===== src/rtl/mask_pkg.sv =====
// Shared types for the mask segment ROM path.
// Word layout, load sequencing states and unpack helpers.
package mask_pkg;

  localparam int MASK_WORD_BYTES = 5;
  localparam int MASK_WORD_WIDTH = 40;

  typedef struct packed {
    logic [9:0] length;
    logic [9:0] y;
    logic [9:0] start_x;
    logic [9:0] segment_id;
  } mask_word_t;

  typedef enum logic [1:0] {
    IDLE,
    LOADING,
    DRAINING,
    DONE
  } load_state_t;

  // Byte count after a two-byte strobe, wrapping at one word.
  function automatic logic [2:0] next_byte_cnt(
    input logic [2:0] cnt
  );
    logic [3:0] sum;
    sum = {1'b0, cnt} + 4'd2;
    if (sum >= 4'(MASK_WORD_BYTES))
      sum = sum - 4'(MASK_WORD_BYTES);
    return sum[2:0];
  endfunction

endpackage


===== src/rtl/mask_write_fifo.sv =====
// Pending ROM write queue of {addr, data}.
// Head entry is visible combinationally.
module mask_write_fifo
  import mask_pkg::*;
#(
  parameter int DEPTH = 4,
  parameter int AW    = 15
) (
  input  logic          clk,
  input  logic          reset,
  input  logic          push,
  input  logic          pop,
  input  logic [AW-1:0] push_addr,
  input  mask_word_t    push_data,
  output logic [AW-1:0] head_addr,
  output mask_word_t    head_data,
  output logic          full,
  output logic          empty
);

  localparam int PW = $clog2(DEPTH);

  logic [AW-1:0] addr_mem [DEPTH];
  mask_word_t    data_mem [DEPTH];

  logic [PW:0] wr_q, wr_d;
  logic [PW:0] rd_q, rd_d;
  logic        do_push;
  logic        do_pop;

  // A full queue still accepts when it pops the same cycle.
  always_comb begin
    empty   = (wr_q == rd_q);
    full    = (wr_q[PW] != rd_q[PW]) &&
              (wr_q[PW-1:0] == rd_q[PW-1:0]);
    do_pop  = pop & ~empty;
    do_push = push & (~full | do_pop);
    wr_d    = do_push ? wr_q + 1'b1 : wr_q;
    rd_d    = do_pop  ? rd_q + 1'b1 : rd_q;
  end

  // Entry storage; contents need no reset.
  always_ff @(posedge clk) begin
    if (do_push) begin
      addr_mem[wr_q[PW-1:0]] <= push_addr;
      data_mem[wr_q[PW-1:0]] <= push_data;
    end
  end

  // Read and write pointers with wrap bit.
  always_ff @(posedge clk) begin
    if (reset) begin
      wr_q <= '0;
      rd_q <= '0;
    end else begin
      wr_q <= wr_d;
      rd_q <= rd_d;
    end
  end

  // Head of queue straight from storage.
  always_comb begin
    head_addr = addr_mem[rd_q[PW-1:0]];
    head_data = data_mem[rd_q[PW-1:0]];
  end

endmodule


===== src/rtl/mask_rom_arbiter.sv =====
// Single-port mask ROM owner: unpacks the download stream,
// queues words, and gives the video reader priority.
module mask_rom_arbiter
  import mask_pkg::*;
#(
  parameter int ADDR_WIDTH = 15,
  parameter int FIFO_DEPTH = 4,
  parameter int MAX_WORDS  = 18720
) (
  input  logic                       clk,
  input  logic                       reset,
  input  logic                       ioctl_download,
  input  logic                       ioctl_wr,
  input  logic [15:0]                ioctl_dout,
  input  logic                       rd_req,
  input  logic [ADDR_WIDTH-1:0]      rd_addr,
  output logic                       rd_valid,
  output logic [MASK_WORD_WIDTH-1:0] rd_data,
  output logic [ADDR_WIDTH-1:0]      rom_address,
  output logic                       rom_wren,
  output logic [MASK_WORD_WIDTH-1:0] rom_data,
  input  logic [MASK_WORD_WIDTH-1:0] rom_q,
  output logic                       load_done,
  output logic                       load_error,
  output logic [ADDR_WIDTH-1:0]      words_written
);

  localparam logic [ADDR_WIDTH:0] MAX_W =
    (ADDR_WIDTH+1)'(MAX_WORDS);

  load_state_t state_q, state_d;

  logic                  dl_q;
  logic                  rd_valid_q;
  logic                  err_q, err_d;
  logic [2:0]            cnt_q, cnt_d;
  logic [31:0]           buf_q, buf_d;
  logic [ADDR_WIDTH-1:0] waddr_q, waddr_d;
  logic [ADDR_WIDTH-1:0] words_q, words_d;

  logic                  dl_rise;
  logic                  dl_fall;
  logic                  wr_en;
  logic [2:0]            cnt_base;
  logic [ADDR_WIDTH-1:0] waddr_base;
  logic                  word_done;
  mask_word_t            word;
  logic                  in_range;
  logic                  push;
  logic                  pop;
  logic                  fifo_full;
  logic                  fifo_empty;
  logic [ADDR_WIDTH-1:0] head_addr;
  mask_word_t            head_data;

  // Download edges; a strobe only counts while downloading.
  always_comb begin
    dl_rise = ioctl_download & ~dl_q;
    dl_fall = ~ioctl_download & dl_q;
    wr_en   = ioctl_wr & ioctl_download;
  end

  // Byte unpacker: two bytes per strobe, low byte first.
  always_comb begin
    cnt_base  = dl_rise ? 3'd0 : cnt_q;
    cnt_d     = cnt_base;
    buf_d     = buf_q;
    word_done = 1'b0;
    word      = '0;
    if (wr_en) begin
      cnt_d = next_byte_cnt(cnt_base);
      unique case (cnt_base)
        3'd0: buf_d[15:0]  = ioctl_dout;
        3'd1: buf_d[23:8]  = ioctl_dout;
        3'd2: buf_d[31:16] = ioctl_dout;
        3'd3: begin
          word      = mask_word_t'({ioctl_dout,
                                    buf_q[23:0]});
          word_done = 1'b1;
        end
        default: begin
          word       = mask_word_t'({ioctl_dout[7:0],
                                     buf_q});
          buf_d[7:0] = ioctl_dout[15:8];
          word_done  = 1'b1;
        end
      endcase
    end
    if (dl_fall)
      cnt_d = 3'd0;
  end

  // Push decision, address advance and error tracking.
  always_comb begin
    waddr_base = dl_rise ? '0 : waddr_q;
    in_range   = {1'b0, waddr_base} < MAX_W;
    pop        = ~rd_req & ~fifo_empty;
    push       = word_done & in_range &
                 (~fifo_full | pop);
    waddr_d    = waddr_base;
    if (word_done & in_range)
      waddr_d = waddr_base + ADDR_WIDTH'(1);
    words_d = words_q;
    if (dl_rise)
      words_d = '0;
    else if (pop)
      words_d = words_q + ADDR_WIDTH'(1);
    err_d = dl_rise ? 1'b0 : err_q;
    if (word_done & ~push)
      err_d = 1'b1;
    if (dl_fall && cnt_q != 3'd0)
      err_d = 1'b1;
  end

  // Datapath and status registers.
  always_ff @(posedge clk) begin
    if (reset) begin
      dl_q       <= 1'b0;
      rd_valid_q <= 1'b0;
      err_q      <= 1'b0;
      cnt_q      <= 3'd0;
      buf_q      <= '0;
      waddr_q    <= '0;
      words_q    <= '0;
    end else begin
      dl_q       <= ioctl_download;
      rd_valid_q <= rd_req;
      err_q      <= err_d;
      cnt_q      <= cnt_d;
      buf_q      <= buf_d;
      waddr_q    <= waddr_d;
      words_q    <= words_d;
    end
  end

  mask_write_fifo #(
    .DEPTH (FIFO_DEPTH),
    .AW    (ADDR_WIDTH)
  ) u_fifo (
    .clk       (clk),
    .reset     (reset),
    .push      (push),
    .pop       (pop),
    .push_addr (waddr_base),
    .push_data (word),
    .head_addr (head_addr),
    .head_data (head_data),
    .full      (fifo_full),
    .empty     (fifo_empty)
  );

  // Load sequencing state register.
  always_ff @(posedge clk) begin
    if (reset)
      state_q <= IDLE;
    else
      state_q <= state_d;
  end

  // Load sequencing transitions; a new download restarts.
  always_comb begin
    state_d = state_q;
    if (dl_rise) begin
      state_d = LOADING;
    end else begin
      unique case (state_q)
        IDLE:     state_d = IDLE;
        LOADING:  if (dl_fall) state_d = DRAINING;
        DRAINING: if (fifo_empty) state_d = DONE;
        DONE:     state_d = DONE;
        default:  state_d = IDLE;
      endcase
    end
  end

  // Load sequencing outputs.
  always_comb begin
    load_done = (state_q == DONE);
  end

  // ROM port mux: reads win, otherwise drain one write.
  always_comb begin
    rom_wren      = pop;
    rom_address   = pop ? head_addr : rd_addr;
    rom_data      = head_data;
    rd_valid      = rd_valid_q;
    rd_data       = rom_q;
    load_error    = err_q;
    words_written = words_q;
  end

endmodule


===== config.mk =====
export PLATFORM = sky130hd
export DESIGN_NAME = mask_rom_arbiter
export DESIGN_NICKNAME = d
export VERILOG_FILES = /design/src/rtl/mask_pkg.sv /design/src/rtl/mask_write_fifo.sv /design/src/rtl/mask_rom_arbiter.sv
export SDC_FILE = /design/constraint.sdc
export NUM_CORES = 1
export LEC_CHECK = 0
export BUFFER_PORTS_ARGS = -buffer_cell sky130_fd_sc_hd__buf_2
export CAP_MARGIN = 20
export CORE_MARGIN = 2
export CORE_UTILIZATION = 45
export CTS_CLUSTER_DIAMETER = 40
export CTS_CLUSTER_SIZE = 28
export DETAILED_ROUTE_END_ITERATION = 16
export PLACE_DENSITY = 0.69
export SLEW_MARGIN = 30
export SYNTH_ARGS = -nofsm -noshare
export SYNTH_HDL_FRONTEND = slang
export SYNTH_SLANG_ARGS = --single-unit

===== constraint.sdc =====
create_clock -name clk -period 11.9 [get_ports clk]
set_clock_uncertainty 0.2 [all_clocks]
set_input_delay 0.595 -clock clk [delete_from_list [all_inputs] [get_ports clk]]
set_output_delay 0.595 -clock clk [all_outputs]
set_load 0.02 [all_outputs]

Word-level counts from Yosys, hierarchy flattened
Memory sizes are Yosys's and may differ from the RTL's. A register that Yosys moved wholly into a read port is not among the register bits.
Cells that the tools add are included.
{ "classes": {"n_addsub": 6, "multipliers": 0, "div": 0, "magnitude_cmp": 2, "eq_ne": 13, "shift": 0, "mux": 26, "bitwise_logic": 18, "reduce_logical": 18} }
{ "ops": {"columns": ["op", "n"], "rows": [
  ["$pmux W40 S2", 1],
  ["$pmux W8 S2", 3],
  ["$mux W15", 3],
  ["$mux W40", 1],
  ["$add A15 B1 Y15 const B", 2],
  ["$lt A15 B15 Y1 const B", 1],
  ["$mux W2", 6],
  ["$reduce_and A2 Y1", 6],
  ["$and A1 B1 Y1", 9],
  ["$mux W3", 3],
  ["$mux W1", 8],
  ["$pmux W2 S4", 1],
  ["$not A1 Y1", 7],
  ["$add A3 B1 Y3 const B", 2],
  ["$eq A3 B2 Y1 const B", 2],
  ["$ne A3 B3 Y1 const B", 2],
  ["$reduce_bool A3 Y1", 2],
  ["$reduce_or A3 Y1", 2],
  ["$add A3 B2 Y4 const B", 1],
  ["$eq A2 B2 Y1 const B", 2],
  ["$ge A4 B3 Y1 const B", 1],
  ["$ne A2 B2 Y1 const B", 2],
  ["$reduce_bool A2 Y1", 2],
  ["$reduce_or A2 Y1", 2],
  ["other kinds (10)", 12]
]} }
{ "word_totals": {"register_bits": 76, "latch_bits": 0, "ram_bits": 220, "rom_bits": 0, "in_bits": 76, "output_inout_bits": 114, "elab_cells": 99, "n_memories": 2} }
{ "memory_table": {"columns": ["name", "words", "width", "rd", "rd_ports_with_merged_regs", "wr", "line_no", "text"], "rows": [
  ["u_fifo.data_mem", 4, 40, 1, 1, 1, "mask_write_fifo.sv:24", "mask_word_t data_mem [DEPTH];"],
  ["u_fifo.addr_mem", 4, 15, 1, 1, 1, "mask_write_fifo.sv:23", "logic [AW-1:0] addr_mem [DEPTH];"]
]} }

Depth between registers and ports, before layout
{ "depth": {"depth_word": 13, "mapped_depth": 13, "mapped_depth_nobuf": 10} }

Hierarchy
A second synthesis with hierarchy kept.
{ "unflattened": {"hier_cells": 938, "hier_area_um2": 12846.1} }
{ "by_module_without_submodules": {"columns": ["mod", "n_inst", "cells_per_inst", "area_per_inst_um2", "seq_area_each_um2"], "rows": [
  ["mask_write_fifo", 1, 342, 8460.6, 6766.5],
  ["mask_rom_arbiter", 1, 596, 4385.5, 1401.3]
]} }

Least setup slack after synthesis
OpenSTA, ideal clock, no wires.
{ "synth_timing": {"path_type": "input to register", "from": "in ioctl_download", "to": "reg u_fifo.wr_q[2]", "setup_ns": 0.087, "arrival_time_ns": 8.849, "required_time_ns": 11.613, "path_slack_ns": 2.765, "path_stages": 9, "n_path_buf": 1, "cell_sequence": "ha_1 -> clkbuf_1 -> nor2b_1 -> inv_1 -> ha_1 -> nand3b_1 -> a221o_1 -> nor4b_1 -> mux2_2"} }
{ "synth_between": {"elab_chain_cells": 9, "elab_cells_between_ends": 14} }
{ "synth_rtl": {"columns": ["element", "line_no", "text"], "rows": [
  ["start: declaration", "mask_rom_arbiter.sv:12", "input logic ioctl_download,"],
  ["branches (longest 6 deep; another with $lt A15 B15 Y1)", null, null],
  ["$and A1 B1 Y1 * (2 in a row)", "mask_rom_arbiter.sv:98", "push = word_done & in_range &"],
  ["$and A1 B1 Y1 *", "mask_write_fifo.sv:37", "do_push = push & (~full | do_pop);"],
  ["end signal: assignment", "mask_write_fifo.sv:56", "wr_q <= wr_d;"],
  ["end: declaration", "mask_write_fifo.sv:26", "logic [PW:0] wr_q, wr_d;"]
]} }
Mark *: on every way between the ends.
A chain may end at the register's enable or synchronous reset.

Final worst setup path
{ "layout_timing": {"from": "reg dl_q", "to": "mem u_fifo.data_mem[1][11] (netlist bit), enable pin"} }
{ "layout_between": {"elab_chain_cells": 12, "elab_cells_between_ends": 16} }
{ "layout_rtl": {"columns": ["element", "line_no", "text"], "rows": [
  ["start: declaration", "mask_rom_arbiter.sv:33", "logic dl_q;"],
  ["start signal: assignment", "mask_rom_arbiter.sv:126", "dl_q <= ioctl_download;"],
  ["$not A1 Y1 *", "mask_rom_arbiter.sv:58", "dl_rise = ioctl_download & ~dl_q;"],
  ["$and A1 B1 Y1 *", "mask_rom_arbiter.sv:58", null],
  ["branches (longest 5 deep; another with $lt A15 B15 Y1)", null, null],
  ["$and A1 B1 Y1 * (2 in a row)", "mask_rom_arbiter.sv:98", null],
  ["$and A1 B1 Y1 *", "mask_write_fifo.sv:37", null],
  ["$mux W1 *", "mask_write_fifo.sv:44", "if (do_push) begin"],
  ["$mux W1 (implied by the code) *", "mask_write_fifo.sv:46", "data_mem[wr_q[PW-1:0]] <= push_data;"],
  ["end: declaration", "mask_write_fifo.sv:24", null]
]} }
Marked as above.

==> impl_metrics.csv <==
group,metric,value,unit
status,status,"complete, no violations",
global_routing,first_global_vias,7396,
yosys,synth_commonest_cells,"220 x edfxtp_1, 78 x dfxtp_1, 58 x nand2_1, 55 x mux4_2, 54 x nor2_1",
route,via_per_inst,5.58,
sta,timing.setup.tns,0,ps
worst_setup_path,required,11870,ps
yosys,ys_async_sr_fraction,0,
sta,rsz0062_at_grt,"no",
sta,relSlewSlack,0.416,
yosys,synth_area_leader_cell,"edfxtp_1",
hold_path,min_path_type,"in2reg",
worst_setup_path,cp-end-kind,"flip-flop",
sta,setup_viol,0,
route,dr.pass1.iters,5,
yosys,syn_nets,983,
clocking,cts_hold_buffers,0,
clocking,numClockSinks,298,
sta,maxSlewViolCount,0,
floorplan,die_y,172,µm
placed_design,dpl-instance-area,0.0133,mm²
sta,worst_pin_slew,876,ps
route,via_count,7601,
clocking,clock_latency,520,ps
power,p_leak,4.80,nW
route,drcViolationCount,0,
placed_design,io_buffers,109,
global_routing,top_usage_layer,"met2",
yosys,synth_area,0.0127,mm²
sta,finalHoldViolCount,0,
yosys,synth_compound_area_frac,0.0583,
sta,fin_crit,5700,ps
final_layout,fin_nets,1048,
final_layout,nFillCells,2296,
route,wire_per_inst,20.0,µm
clocking,cts.clk_slew.worst_paths,70,ps
sta,fin_crit_sh,0.479,
global_routing,grt_overflow,0,
worst_setup_path,start_kind,"flip-flop",
yosys,synth_top_cell_area_share,0.519,
final_layout,final_layout_size_suffix_gt1_frac,0.268,
global_routing,grt_pass1_wl,41600,µm
clocking,htreeDepth,2,
yosys,postSynthAreaPerCell,14.3,µm²
clocking,cts_buffers,37,
power,powerDensity,160,mW/mm²
worst_setup_path,crit_type,"reg2reg",
route,drt-total-wl,27300,µm
floorplan,ios,190,
sta,max_freq,0.175,GHz
yosys,synthCells,892,
final_layout,final_area,0.0146,mm²
yosys,synth.most_common_cell,"edfxtp_1",
yosys,ys.flop_type,"edfxtp_1",
global_routing,grt_util_met2,0.288,
yosys,synth-xor-area-share,0.00825,
yosys,synth_top_family_by_area,"multiplexers",
power,finalPower,0.00234,W
clocking,cts.repair.resized,0,
worst_setup_path,arrival,5670,ps
clocking,clk_path_buf_depth,3,
clocking,cts_setup_buffers,0,
floorplan,start_util,0.457,
yosys,synth_adder_area_share,0.0147,
floorplan,die_area,0.0297,mm²
clocking,cts_tree,"done",
yosys,synth-warning-count,0,
yosys,yosys.area_share.simple,0.107,
final_layout,area_growth_syn_to_layout,14.7,%
global_routing,grt_usage,0.185,
global_routing,grtUsageMet3,0.0350,
power,worst_ir_drop_vdd,0.108,mV
clocking,cts_root_buf,"clkbuf_16",
yosys,synth-seq-area-share,0.641,
global_routing,grt_max_degree,67,
global_routing,use_met1,0.262,
route,dr.first_iter.drc_count,711,
yosys,ys_ff_latch,298,
placed_design,dp_hpwl,17400,µm
placed_design,place_congestion,0.815,
floorplan,row_count,61,
floorplan,die_w,172,µm
yosys,synth-edff-count,220,
flow_run,max-cap-violations,0,
global_routing,antenna_found_initial,4,
yosys,ys_types,54,
yosys,synth_mux_area_frac,0.125,
route,antenna_left,0,
yosys,yosys-top-cells-area,"edfxtp_1 52%, dfxtp_1 12%, mux4_2 9.7%",
worst_setup_path,worst-path-max-fanout,50,
floorplan,core,0.0279,mm²
critical path, cell delays in order (launching register included):
cell and delay (ps):
dfxtp_1 320, inv_1 50, ha_1 470, nor2b_2 740, inv_2 530, ha_1 360, nand3b_1 160, a221o_1 590
nor3_1 630, and2_2 760, buf_4 500
final cells by class:
class	count	area (µm²)	area share
clock buffers	43	980	0.0671
repair buffers	117	606	0.0415
clock inverters	20	279	0.0191
multi-input cells	485	4010	0.275
well taps	378	473	0.0324
flip-flops and latches	298	8180	0.560
diodes	4	10.0	0.000686
inverters	18	67.6	0.00463
per-layer routing:
| metal | up-vias | share of wire |
|---|---|---|
| met3 | 63 | 0.058 |
| met1 | 3776 | 0.45 |
| met4 | 0 | 0.029 |
| li1 | 3529 | - |
| met5 | - | 0 |
| met2 | 233 | 0.46 |
kinds of logic after synthesis:
group,count (synthesis)
simple gates,264
flops,298
xor+xnor,12
buf+inv,109
mux,88
compound gates,106
fa+ha+maj,15
flip-flops by register name, summed over array words and instances (netlist names), named ones only:
register,flops
load_error,1
buf_q,32
cnt_q,3
u_fifo.data_mem,160
dl_q,1
u_fifo.rd_q,3
u_fifo.wr_q,3
waddr_q,15
rd_valid,1
words_written,15
u_fifo.addr_mem,60
state_q,2
cell usage in the layout (no fill, tap or decap), types with 9 or more instances in the layout:
cell	count
mux2_2	19
nor2b_1	17
a311oi_1	25
buf_2	109
mux4_2	55
and2_1	29
a21oi_1	39
o31ai_1	15
inv_1	16
nand3_1	49
clkbuf_16	38
mux2i_1	13
ha_1	15
xnor2_1	9
nor2_1	53
nand2_1	58
dfxtp_1	76
edfxtp_1	220
or4_1	16
worst paths after layout:
path | start | to | slack (ps) | depth (start not counted)
max reg2reg | dl_q | u_fifo.data_mem[1][11] | 6200 | 10
min reg2reg | words_written[14] | words_written[14] | 280 | 2
max | dl_q | u_fifo.data_mem[1][11] | 6200 | 10
min | ioctl_dout[6] | buf_q[6] | 200 | 3
metrics by stage:
step / worst slack (ps) / hold slack, ps / instances / util
floorplan: 2760 / 263 / 892 / -
global placement: 5830 / 273 / 1296 / 0.478
detailed placement: 5730 / 277 / 1296 / 0.478
CTS: 6170 / 180 / 1359 / 0.524
global route: 5640 / 212 / 1362 / 0.524
finish: 6200 / 203 / 1363 / 0.524
where the power goes:
group / switching (W) / internal, W
logic: 0.0000511 / 0.0000322
registers: 0.00000579 / 0.00111
clock network: 0.000430 / 0.000708
total: 0.000487 / 0.00185
Note: power is estimated with default switching activity, not from simulation.
